$ cat src/rtl/video_crop_window.sv
// Pixel qualifier for the line buffer: counts pixels/lines from raw syncs and flags
// pixels outside a frame-latched crop window. All outputs are one register stage late.
module video_crop_window #(
    parameter int H_CNT_W = 10,
    parameter int V_CNT_W = 9
) (
    input  logic               clk_vid,
    input  logic               reset,
    input  logic               ce_pix,
    input  logic               hsync_in,
    input  logic               vsync_in,
    input  logic [23:0]        rgb_in,
    input  logic               crop_enable,
    input  logic [H_CNT_W-1:0] h_start,
    input  logic [H_CNT_W-1:0] h_width,
    input  logic [V_CNT_W-1:0] v_start,
    input  logic [V_CNT_W-1:0] v_height,
    output logic               ce_pix_out,
    output logic               disable_pix,
    output logic               hsync_out,
    output logic               vsync_out,
    output logic [23:0]        rgb_out,
    output logic [H_CNT_W-1:0] line_pixels,
    output logic [V_CNT_W-1:0] frame_lines
);

    localparam logic [H_CNT_W-1:0] H_ZERO = {H_CNT_W{1'b0}};
    localparam logic [H_CNT_W-1:0] H_ONE  = {{(H_CNT_W-1){1'b0}}, 1'b1};
    localparam logic [H_CNT_W-1:0] H_MAX  = {H_CNT_W{1'b1}};
    localparam logic [V_CNT_W-1:0] V_ZERO = {V_CNT_W{1'b0}};
    localparam logic [V_CNT_W-1:0] V_ONE  = {{(V_CNT_W-1){1'b0}}, 1'b1};
    localparam logic [V_CNT_W-1:0] V_MAX  = {V_CNT_W{1'b1}};

    logic               prev_hs_q, prev_vs_q;
    logic [H_CNT_W-1:0] h_cnt_q, h_cnt_d;
    logic [V_CNT_W-1:0] v_cnt_q, v_cnt_d;
    logic [H_CNT_W-1:0] line_pixels_d;
    logic [V_CNT_W-1:0] frame_lines_d;
    logic               crop_en_q, crop_en_d;
    logic [H_CNT_W-1:0] h_start_q, h_start_d, h_width_q, h_width_d;
    logic [V_CNT_W-1:0] v_start_q, v_start_d, v_height_q, v_height_d;

    logic               hs_edge_s, vs_edge_s, visible_s, disable_d;
    logic [H_CNT_W-1:0] hidx_s;
    logic [H_CNT_W:0]   h_end_s;
    logic [V_CNT_W:0]   v_end_s;

    // Edge detect, counters, status latches, config shadows and window test.
    always_comb begin
        hs_edge_s = hsync_in & ~prev_hs_q;
        vs_edge_s = vsync_in & ~prev_vs_q;
        hidx_s    = hs_edge_s ? H_ZERO : h_cnt_q;

        if (hs_edge_s) begin
            h_cnt_d = ce_pix ? H_ONE : H_ZERO;
        end else if (ce_pix && (h_cnt_q != H_MAX)) begin
            h_cnt_d = h_cnt_q + H_ONE;
        end else begin
            h_cnt_d = h_cnt_q;
        end

        // vsync wins over a coincident hsync, so the new frame starts at line 0.
        if (vs_edge_s) begin
            v_cnt_d = V_ZERO;
        end else if (hs_edge_s && (v_cnt_q != V_MAX)) begin
            v_cnt_d = v_cnt_q + V_ONE;
        end else begin
            v_cnt_d = v_cnt_q;
        end

        line_pixels_d = hs_edge_s ? h_cnt_q : line_pixels;
        frame_lines_d = vs_edge_s ? v_cnt_q : frame_lines;

        if (vs_edge_s) begin
            crop_en_d  = crop_enable;
            h_start_d  = h_start;
            h_width_d  = h_width;
            v_start_d  = v_start;
            v_height_d = v_height;
        end else begin
            crop_en_d  = crop_en_q;
            h_start_d  = h_start_q;
            h_width_d  = h_width_q;
            v_start_d  = v_start_q;
            v_height_d = v_height_q;
        end

        // Sums carry an extra bit so a window reaching past the counter range never wraps.
        h_end_s   = {1'b0, h_start_d} + {1'b0, h_width_d};
        v_end_s   = {1'b0, v_start_d} + {1'b0, v_height_d};
        visible_s = (hidx_s >= h_start_d) && ({1'b0, hidx_s} < h_end_s) &&
                    (v_cnt_d >= v_start_d) && ({1'b0, v_cnt_d} < v_end_s);
        disable_d = ce_pix & crop_en_d & ~visible_s;
    end

    // State and output registers.
    always_ff @(posedge clk_vid or posedge reset) begin
        if (reset) begin
            prev_hs_q   <= 1'b0;
            prev_vs_q   <= 1'b0;
            h_cnt_q     <= H_ZERO;
            v_cnt_q     <= V_ZERO;
            crop_en_q   <= 1'b0;
            h_start_q   <= H_ZERO;
            h_width_q   <= H_ZERO;
            v_start_q   <= V_ZERO;
            v_height_q  <= V_ZERO;
            line_pixels <= H_ZERO;
            frame_lines <= V_ZERO;
            ce_pix_out  <= 1'b0;
            disable_pix <= 1'b0;
            hsync_out   <= 1'b0;
            vsync_out   <= 1'b0;
            rgb_out     <= 24'h000000;
        end else begin
            prev_hs_q   <= hsync_in;
            prev_vs_q   <= vsync_in;
            h_cnt_q     <= h_cnt_d;
            v_cnt_q     <= v_cnt_d;
            crop_en_q   <= crop_en_d;
            h_start_q   <= h_start_d;
            h_width_q   <= h_width_d;
            v_start_q   <= v_start_d;
            v_height_q  <= v_height_d;
            line_pixels <= line_pixels_d;
            frame_lines <= frame_lines_d;
            ce_pix_out  <= ce_pix;
            disable_pix <= disable_d;
            hsync_out   <= hsync_in;
            vsync_out   <= vsync_in;
            rgb_out     <= rgb_in;
        end
    end

endmodule
$ cat config.mk
export PLATFORM = sky130hd
export DESIGN_NAME = video_crop_window
export DESIGN_NICKNAME = d
export VERILOG_FILES = /design/src/rtl/video_crop_window.sv
export SDC_FILE = /design/constraint.sdc
export NUM_CORES = 1
export LEC_CHECK = 0
export CORE_ASPECT_RATIO = 1.4
export CORE_MARGIN = 2
export CORE_UTILIZATION = 54
export CTS_CLUSTER_DIAMETER = 100
export DETAILED_ROUTE_END_ITERATION = 10
export DONT_BUFFER_PORTS = 1
export GPL_TIMING_DRIVEN = 0
export PLACE_DENSITY_LB_ADDON = 0.05
export SETUP_SLACK_MARGIN = 0.5
export SYNTH_ARGS = -nofsm -noshare
export SYNTH_HDL_FRONTEND = slang
export SYNTH_SLANG_ARGS = --single-unit
export TNS_END_PERCENT = 10
$ cat constraint.sdc
create_clock -name clk_vid -period 11.48 [get_ports clk_vid]
set_input_delay 1.148 -clock clk_vid [delete_from_list [all_inputs] [get_ports clk_vid]]
set_output_delay 1.148 -clock clk_vid [all_outputs]
set_load 0.05 [all_outputs]
* After elaboration in Yosys (flattened, before gate mapping)
Cells that the tools add are included.
Widths: inputs -> output; s select.
** Operators by class
- Multiplexer cells :: 11
- Equal/unequal tests :: 2
- Add/sub/neg operators :: 4
- Bitwise logic cells :: 7
- Magnitude comparators :: 4
- Reduce and logical (&&, ||, !) cells :: 6
** Operators with widths (count)
- $mux 10 :: 5
- $mux 9 :: 4
- $add 10x10->11 :: 1
- $lt 10x11->1 :: 1
- $add 10x1->10 const B :: 1
- $add 9x9->10 :: 1
- $ge 10x10->1 :: 1
- $lt 9x10->1 :: 1
- $ne 10x10->1 const B :: 1
- $add 9x1->9 const B :: 1
- $ge 9x9->1 :: 1
- $ne 9x9->1 const B :: 1
- $logic_and 1x1->1 :: 5
- $and 1x1->1 :: 4
- $not 1->1 :: 3
- $mux 1 :: 2
- $reduce_bool 2->1 :: 1
** Word-level totals
- Bits in registers :: 105
- Output and inout port bits :: 47
- Logic and storage cells :: 48

* Logic depth before layout (Yosys ltp)
Gate-level depths: netlist of run 1.
- Word-level depth :: 10
- Gate-level depth with buffers :: 22

* Worst setup path after synthesis of run 1
OpenSTA, ideal clock, no wires.
- Kind :: input -> register
- Start :: input port vsync_in
- End :: register disable_pix
- Setup slack :: 7.127 ns
- Setup time :: 0.138 ns
- Arrival :: 4.215 ns
- Stages :: 21
- Cells stage by stage :: nand2b_1 > buf_6 > buf_6 > clkbuf_1 > nand2_1 > nand2_1 > ha_1 > fa_1 > a21o_1 > a21oi_1 > nor2b_1 > o21ai_0 > nand2b_1 > xnor2_1 > ha_1 > o21ai_0 > nand2b_1 > a21oi_1 > nor4_1 > o31ai_1 > o211ai_1
** Between the ends
- Elaborated cells on any way between the ends :: 19
- Classes of those cells :: add/sub (2); order compare (4); mux (6); bitwise (4); reduce/logical (3)
** RTL lines
- start: declaration :: line 11 : input logic vsync_in,
- $and 1x1->1 * :: line 51 : vs_edge_s = vsync_in & ~prev_vs_q;
- $mux 9 * :: line 74 : if (vs_edge_s) begin
- net v_start_d[0] :: line 41 : logic [V_CNT_W-1:0] v_start_q, v_start_d, v_height_q, v_height_d;
- $add 9x9->10 / $ge 9x9->1 (equally long branches) :: line 90, 92
- $lt 9x10->1 / $logic_and 1x1->1 (equally long branches) :: line 92, 91
- $logic_and 1x1->1 * :: line 92 : (v_cnt_d >= v_start_d) && ({1'b0, v_cnt_d} < v_end_s);
- $not 1->1 * :: line 93 : disable_d = ce_pix & crop_en_d & ~visible_s;
- $and 1x1->1 * :: line 93
- net disable_d :: line 43 : logic hs_edge_s, vs_edge_s, visible_s, disable_d;
- end signal: assignment :: line 128 : disable_pix <= disable_d;
- end: declaration :: line 19 : output logic disable_pix,
Mark *: on every way through the listed nets, which the timed path passes. The rest lies on a longest branch.
A chain may end at the register's enable or synchronous reset.

* Final worst setup path of run 1
- Start :: input port vsync_in
- End :: register disable_pix
** Between the ends
- Elaborated cells on any way between the ends :: 19
- Classes of those cells :: add/sub (2); order compare (4); mux (6); bitwise (4); reduce/logical (3)
** RTL lines
- $and 1x1->1 :: line 51
- $mux 9 :: line 74
- net v_height_d[1] :: line 41
- $add 9x9->10 :: line 90 : v_end_s = {1'b0, v_start_d} + {1'b0, v_height_d};
- $lt 9x10->1 :: line 92
- $logic_and 1x1->1 :: line 92
- $not 1->1 :: line 93
- $and 1x1->1 :: line 93
- net disable_d :: line 43
The timed path passes the listed nets, and every way through them passes these cells.

==> results of run 1 <==
## logic make-up after synthesis
logic type               after synthesis  share of synthesized area
adder cells (fa/ha/maj)               56                      0.125
AO/OA/AOI/OAI                         88                     0.0988
buffers and inverters                 50                     0.0370
AND/OR/NAND/NOR                      233                      0.186
flip-flops                           105                      0.465
XOR/XNOR                              30                     0.0465
multiplexers                          18                     0.0408
## power by group through the flow
stage	Clock (uW)	Combinational (uW)	Sequential, uW
6_report	304	237	462
5_1_grt	328	270	467
4_1_cts	311	238	463
3_5_place_dp	0	236	470
3_3_place_gp	0	228	469
2_1_floorplan	0	188	464
## cell type report
| type | instances | area, um2 |
|---|---|---|
| flip-flops and latches | 105 | 2630 |
| repair buffers | 1 | 27.5 |
| multi-input cells | 425 | 2810 |
| clock buffers | 10 | 239 |
| fillers | 942 | 4150 |
| clock inverters | 6 | 56.3 |
| inverters | 32 | 123 |
| well taps | 138 | 173 |
| plain buffers | 18 | 88.8 |
## worst max path at each step
stage	start	to	slack [ps]
after detailed placement	vsync_in	disable_pix	6070
after global placement	vsync_in	disable_pix	6180
after global routing	vsync_in	disable_pix	6130
after CTS	vsync_in	disable_pix	6390
final	vsync_in	disable_pix	6450
after floorplan	vsync_in	disable_pix	7130
## Yosys cell counts (2+ instances only)
library cell	count
sky130_fd_sc_hd__nor2b_1	6
sky130_fd_sc_hd__nand4b_1	2
sky130_fd_sc_hd__a211oi_1	4
sky130_fd_sc_hd__mux2i_4	4
sky130_fd_sc_hd__clkbuf_1	10
sky130_fd_sc_hd__and3_1	3
sky130_fd_sc_hd__nand2b_1	4
sky130_fd_sc_hd__buf_6	2
sky130_fd_sc_hd__or3_1	5
sky130_fd_sc_hd__buf_2	5
sky130_fd_sc_hd__a31oi_1	2
sky130_fd_sc_hd__nor2_1	20
sky130_fd_sc_hd__nand2_1	150
sky130_fd_sc_hd__a21o_1	12
sky130_fd_sc_hd__a21oi_1	27
sky130_fd_sc_hd__xnor2_1	17
sky130_fd_sc_hd__dfrtp_1	105
sky130_fd_sc_hd__o21bai_1	3
sky130_fd_sc_hd__nor3_1	7
sky130_fd_sc_hd__and2_1	9
sky130_fd_sc_hd__o2111ai_1	2
sky130_fd_sc_hd__o211ai_1	3
sky130_fd_sc_hd__ha_1	55
sky130_fd_sc_hd__nand3_1	7
sky130_fd_sc_hd__mux2i_1	14
sky130_fd_sc_hd__o21a_1	3
sky130_fd_sc_hd__xor2_1	13
sky130_fd_sc_hd__nand4_1	7
sky130_fd_sc_hd__inv_1	32
sky130_fd_sc_hd__nand3_2	2
sky130_fd_sc_hd__nor4_1	3
sky130_fd_sc_hd__o21ai_0	22
## tightest hold or removal path, cell delays in order (launching register included)
cell and delay [ps]:
sky130_fd_sc_hd__dfrtp_1 320, sky130_fd_sc_hd__nand2_1 40, sky130_fd_sc_hd__nand2_1 80
## flip-flops by register name (all words and copies together) (netlist names)
name	count
prev_hs_q	1
h_start_q	10
frame_lines	9
line_pixels	10
h_width_q	10
disable_pix	1
rgb_out	24
ce_pix_out	1
h_cnt_q	10
v_start_q	9
prev_vs_q	1
v_height_q	9
crop_en_q	1
v_cnt_q	9
## stage by stage
step,cell area (um2),hold slack [ps],instances,power (uW),setup WS (ps)
finish,6140,479,735,1000,6450
global route,6140,505,735,1060,6130
CTS,6140,483,735,1010,6390
detailed placement,5850,465,719,706,6070
global placement,5820,459,718,697,6180
floorplan,5650,444,580,652,7130
## metal layers
metal | share of wire | wire length, um | up-vias | GRT usage
met1 | 0.37 | 4700 | 1903 | 0.250
met5 | 0 | 0 | - | 0
met4 | 0.027 | 337 | 0 | 0.0995
met3 | 0.048 | 612 | 20 | 0.0512
li1 | - | - | 1989 | -
met2 | 0.55 | 7010 | 79 | 0.437
==> out/results.env, run 1 <==
ARRIVAL_PS=5230
FP-ROW-COUNT=44
CLOCK_TREE_FROM_TRITONCTS='yes'
FINAL_LAYOUT_SIZE_SUFFIX_GT1_FRAC=0.0687
CTS.REPAIR_TIMING.SETUP_BUFFER_COUNT=0
DR.PASS1.ITERS=4
POWERDENSITY_mW_PER_MM2=163
POWER.SHARE.COMBINATIONAL=0.236
STATIC-LEAKAGE-POWER_uW=0.00318
CLOCK_SINKS=105
SYNTHESIS.INSTANCES=580
POST_DRT_WL_PER_CELL_UM=17.2
DETAILED_PLACE_HPWL_MM=9.71
HOLDPATHSTAGES=2
CLKTRANSATPATHREGS_PS=70
LAUNCHING_ELEMENT_TYPE_OF_THE_CRITICAL_PATH='input pin'
GRT_PASS1_VIAS=4192
CRIT_PATH_SLOWEST_CELL='sky130_fd_sc_hd__clkbuf_1'
WORSTPATHREQUIRED_PS=11690
ROUTED_WL_MM=12.7
DIE_AREA_MM2=0.0113
CRITICAL_PATH_DEPTH=18
HEADROOM_TO_THE_MAX_SLEW_LIMIT=0.545
CRIT_PATH_MAX_FANOUT=10
SYN-MEAN-INSTANCE-AREA_UM2=9.74
SYNTH_LARGEST_AREA_CELL='sky130_fd_sc_hd__dfrtp_1'
FLOP2FLOP_SETUP_SLACK_PS=6590
WORST_IR_DROP_VDD_V=0.0000984
ASYNC_RESET_FF_FRAC=1.00
HOLD_PATH.STARTPOINT='v_height_q[3]'
FF2FF_PATH_DEPTH=18
FINISH.NET_COUNT=716
SYNTH.NET_COUNT=704
GROUTE.USAGE.OVERALL=0.233
HOLDCRITPATHCLASS='reg2reg'
FLOORPLAN.IO_PINS=115
SYNTH_ENABLE_FLOP_CELLS=0
GP_CONGESTION=0.883
CTS_REPAIR_RESIZE_COUNT=0
PWR-SHARE-CLK=0.303
ROOT_BUFFER='sky130_fd_sc_hd__clkbuf_16'
DIE_H_UM=125
RR_STARTPOINT='prev_vs_q'
GRT_PASS1_WL_MM=20.6
SYNTH.AREA.TOP_CELLS='sky130_fd_sc_hd__dfrtp_1 (47%), sky130_fd_sc_hd__ha_1 (12%), sky130_fd_sc_hd__nand2_1 (10%), sky130_fd_sc_hd__xnor2_1 (2.6%), sky130_fd_sc_hd__mux2i_1 (2.5%)'
CRIT-REG2REG-CAPTURE='disable_pix'
FLOORPLAN.CORE_AREA_MM2=0.0103
START_UTIL=0.548
CRITICALPATHCATEGORY='in2reg'
TOTAL_OF_FLIP_FLOPS_PLUS_LATCHES_AFTER_SYNTHESIS=105
GRT_ANTENNA_BEFORE_REPAIR=0
SYNTH_AREA_MM2=0.00565
FINAL_MIN_PERIOD_OVER_CLOCK_PERIOD=0.438
SW_FRAC_OF_TOTAL=0.340
POST-ROUTE-DRC-COUNT=0
POSTROUTEANTENNANETS=0
POSTCTSHOLDBUFS=0
LAYOUT.CELLS.MOST_COMMON='sky130_fd_sc_hd__nand2_1'
SETUP-TNS-FINAL_PS=0
FIN_WORST_SKEW_PS=5.55
SEQPWRFRAC=0.461
UTILIZATION=0.597
NUMPORTBUFFERS=0
SYNTH.YOSYS.SEQ_AREA_SHARE=0.465
DRT_FIRST_ITER_VIOLATIONS=150
SYNTHTOLAYOUTAREAGROWTH_PCT=8.82
CLKLATENCYLATEPIN_PS=350
WHS_ENDPOINT='v_height_q[3]'
PERIOD_NEEDED_PS=5030
SYNTHDOMINANTCELLAREASHARE=0.465
DIODES=0
MAX_CAP_VIOL_COUNT=0
POWER.INTERNAL_uW=662
TIMING.FINAL.MAX_SLEW_VIOLATIONS=0
SYNTH_CELL_TYPES=52
RUN_STATUS='completed'
CTS_MADE_BUFFERS=9
CRIT_BUF_INV=2
NUMBER_OF_VIAS_PER_CELL_AFTER_DETAILED_ROUTING=5.43
YS_DOMINANT_REG_CELL='sky130_fd_sc_hd__dfrtp_1'
CTS-HTREE-LEVELS=3
NET-SWITCHING-POWER_uW=341
WORST_PATH_DOMINANT_CELL_FAMILY='compound AO/OA/AOI/OAI gates'
PATH_CELLS='nor2b_1 -> buf_2 -> clkbuf_1 -> nand2_1 -> nand2_1 -> ha_1 -> a211oi_1 -> o21bai_1 -> a21oi_1 -> o21bai_1 -> a21oi_1 -> xor2_1 -> ha_1 -> nor4_1 -> o311a_1 -> nor4_1 -> o31ai_1 -> o211ai_1'
CRIT_PATH_END_KIND='register'
TIGHTEST_SLEW_PS=683
FINAL_CELL_MIX='sky130_fd_sc_hd__nand2_1 (150), sky130_fd_sc_hd__dfrtp_1 (105), sky130_fd_sc_hd__ha_1 (55)'
YOSYSWARNINGCOUNT=0
RSZ0062_AT_GRT='false'
CLOCK_PATH_BUFFERS=2
CP_SLOWEST_STAGE_DELAY_PS=560
GRT_START_MAX_NET_PINS=76
FMAXACHIEVABLE_MHz=199
GLOBALROUTE.TOTALOVERFLOW=0
SETUP_VIOLATIONS=0
HOLD_VIOL=0
ROUTE.VIAS.TOTAL=3991
DIE_W_UM=90.4
No activity file was read; power rests on OpenSTA's default activity.
==> run 2: changes to the inputs <==
==> constraint.sdc (replaced) <==
create_clock -name clk_vid -period 4.9 [get_ports clk_vid]
set_input_delay 0.49 -clock clk_vid [delete_from_list [all_inputs] [get_ports clk_vid]]
set_output_delay 0.49 -clock clk_vid [all_outputs]
set_load 0.05 [all_outputs]
==> out/results.env, run 2 (synthesis gave the netlist of run 1 again) <==
RUN_STATUS='completed'
TIMING.FINAL.MAX_SLEW_VIOLATIONS=0  # unchanged
SETUP_VIOLATIONS=0  # unchanged
GP_CONGESTION=0.883  # unchanged
POSTROUTEANTENNANETS=0  # unchanged
FINISH.NET_COUNT=717  # +0.14%
GRT_ANTENNA_BEFORE_REPAIR=0  # unchanged
DRT_FIRST_ITER_VIOLATIONS=153  # +2.0%
CLOCK_TREE_FROM_TRITONCTS='yes'
STATIC-LEAKAGE-POWER_uW=0.00322  # +1.2%
START_UTIL=0.548  # unchanged
CTS-HTREE-LEVELS=3  # unchanged
DIE_H_UM=125  # unchanged
POWERDENSITY_mW_PER_MM2=380  # +130%
PATH_CELLS='nand2b_4 -> buf_6 -> buf_12 -> clkbuf_8 -> nand2_1 -> nand2_2 -> ha_2 -> fa_2 -> a21o_1 -> a21oi_2 -> nor2b_1 -> o21ai_1 -> a21oi_1 -> xnor2_1 -> ha_1 -> nor4_2 -> o311a_1 -> nor4_1 -> o31ai_1 -> o211ai_1'
MAX_CAP_VIOL_COUNT=0  # unchanged
WORST_PATH_DOMINANT_CELL_FAMILY='compound AO/OA/AOI/OAI gates'
DP_WORST_SETUP_SLACK_PS=0.959  # -6070 ps
CLKTRANSATPATHREGS_PS=70  # about the same
FLOORPLAN.IO_PINS=115  # unchanged
POSTLAYOUTSETUPSLACKWORST_PS=711  # -5740 ps
DETAILED_PLACE_HPWL_MM=9.71  # unchanged
POSTCTSHOLDBUFS=0  # unchanged
LAYOUT.CELLS.MOST_COMMON='sky130_fd_sc_hd__nand2_1'
CRITICALPATHCATEGORY='reg2reg'
CRIT_PATH_END_KIND='register'
DR.PASS1.ITERS=4  # unchanged
FINAL_MIN_PERIOD_OVER_CLOCK_PERIOD=0.855
CLKLATENCYLATEPIN_PS=350  # about the same
ARRIVAL_PS=4400  # -830 ps
CLOCK_PATH_BUFFERS=2  # unchanged
RSZ0062_AT_GRT='false'
GRT_START_MAX_NET_PINS=76  # unchanged
HOLDCRITPATHCLASS='in2async'
NUMBER_OF_VIAS_PER_CELL_AFTER_DETAILED_ROUTING=5.46  # +0.61%
SYNTHTOLAYOUTAREAGROWTH_PCT=10.5
PERIOD_NEEDED_PS=4190
DIODES=0  # unchanged
GLOBALROUTE.TOTALOVERFLOW=0  # unchanged
ROUTE.VIAS.TOTAL=4021  # +0.75%
HEADROOM_TO_THE_MAX_SLEW_LIMIT=0.671  # +0.126
GROUTE.USAGE.OVERALL=0.233  # about the same
NUMPORTBUFFERS=0  # unchanged
GRT_PASS1_WL_MM=20.6  # +0.17%
FILLER_CELL_COUNT=928  # -1.5%
WORST_IR_DROP_VDD_V=0.000230  # +130%
ROOT_BUFFER='sky130_fd_sc_hd__clkbuf_16'
LARGEST_REGISTER_FFS=24  # unchanged
LARGEST-REGISTER='rgb_out'
CRIT_PATH_MAX_FANOUT=10  # unchanged
HOLD_VIOL=0  # unchanged
CRIT_PATH_SLOWEST_CELL='sky130_fd_sc_hd__dfrtp_2'
FP-ROW-COUNT=44  # unchanged
DIE_W_UM=90.4  # unchanged
ROUTED_WL_MM=12.8  # +0.77%
CRIT_BUF_INV=3  # +1
POST_DRT_WL_PER_CELL_UM=17.3  # +0.63%
CLOCK_SINKS=105  # unchanged
FMAXACHIEVABLE_MHz=239
POST-ROUTE-DRC-COUNT=0  # unchanged
CP_SLOWEST_STAGE_DELAY_PS=540  # -20 ps
GRT_PASS1_VIAS=4205  # +0.31%
SETUP-TNS-FINAL_PS=0  # unchanged
FLOORPLAN.CORE_AREA_MM2=0.0103  # unchanged
CTS_MADE_BUFFERS=9  # unchanged
FIN_WORST_SKEW_PS=5.68  # +0.131 ps
LAUNCHING_ELEMENT_TYPE_OF_THE_CRITICAL_PATH='register'
FINAL_LAYOUT_SIZE_SUFFIX_GT1_FRAC=0.0970  # +0.0283
FINAL_CELL_MIX='sky130_fd_sc_hd__nand2_1 (149), sky130_fd_sc_hd__dfrtp_1 (104), sky130_fd_sc_hd__ha_1 (54)'
WORSTPATHREQUIRED_PS=5110  # -6580 ps
TIGHTEST_SLEW_PS=494  # -189 ps
DIE_AREA_MM2=0.0113  # unchanged
[run 2: cell count changes in the layout (fill, tap and decap cells not counted), sizes merged]
| cell | change |
|---|---|
| clkbuf | +1 |
[run 2: layout make-up]
type                    count  area (um2)  share of cell area
plain buffers              18         125              0.0200
clock buffers              10         239              0.0383
clock inverters             6        56.3             0.00902
inverters                  32         123              0.0196
multi-input cells         425        2860               0.459
flip-flops and latches    105        2630               0.421
well taps                 138         173              0.0277
repair buffers              2        35.0             0.00561
[run 2: worst paths after layout]
kind / startpoint / end / slack (ps) / depth (start not counted)
max in group asynchronous: reset / disable_pix / 4210 / 2
min in group clk_vid: vsync_in / prev_vs_q / 160 / 0
worst max register to register: prev_vs_q / disable_pix / 710 / 20
worst min register to register: v_height_q[3] / v_height_q[3] / 480 / 2
worst min-delay path: reset / v_height_q[1] / 2 / 1
worst max-delay path: prev_vs_q / disable_pix / 710 / 20
[run 2: stage by stage]
stage / hold WS [ps] / std cells / area (um2) / util / power, uW
after detailed placement: 389 / 719 / 5850 / 0.568 / 1650
after global placement: 459 / 718 / 5820 / 0.565 / 1630
after global routing: 28.1 / 736 / 6240 / 0.606 / 2520
after floorplan: 444 / 580 / 5650 / - / 1530
after CTS: 12.9 / 735 / 6180 / 0.601 / 2380
final: 2.03 / 736 / 6240 / 0.606 / 2370
[run 2: what timing repair did]
item                                    4_1_cts  5_1_grt
endpoints found under the setup margin        1        1
resized for setup                            14       16
buffers inserted                              0        1
pin swaps                                     4        8
[run 2: where the power goes]
group          internal (uW)  switching, uW  total (uW)
sequential               944            140        1080
clock                    371            340         712
combinational            249            327         576
[run 2: routing by layer]
metal,up-vias,global-route usage,share of wire
met3,22,0.0530,0.050
li1,1991,-,-
met5,-,0,0
met1,1924,0.249,0.37
met2,84,0.441,0.55
met4,0,0.0941,0.025
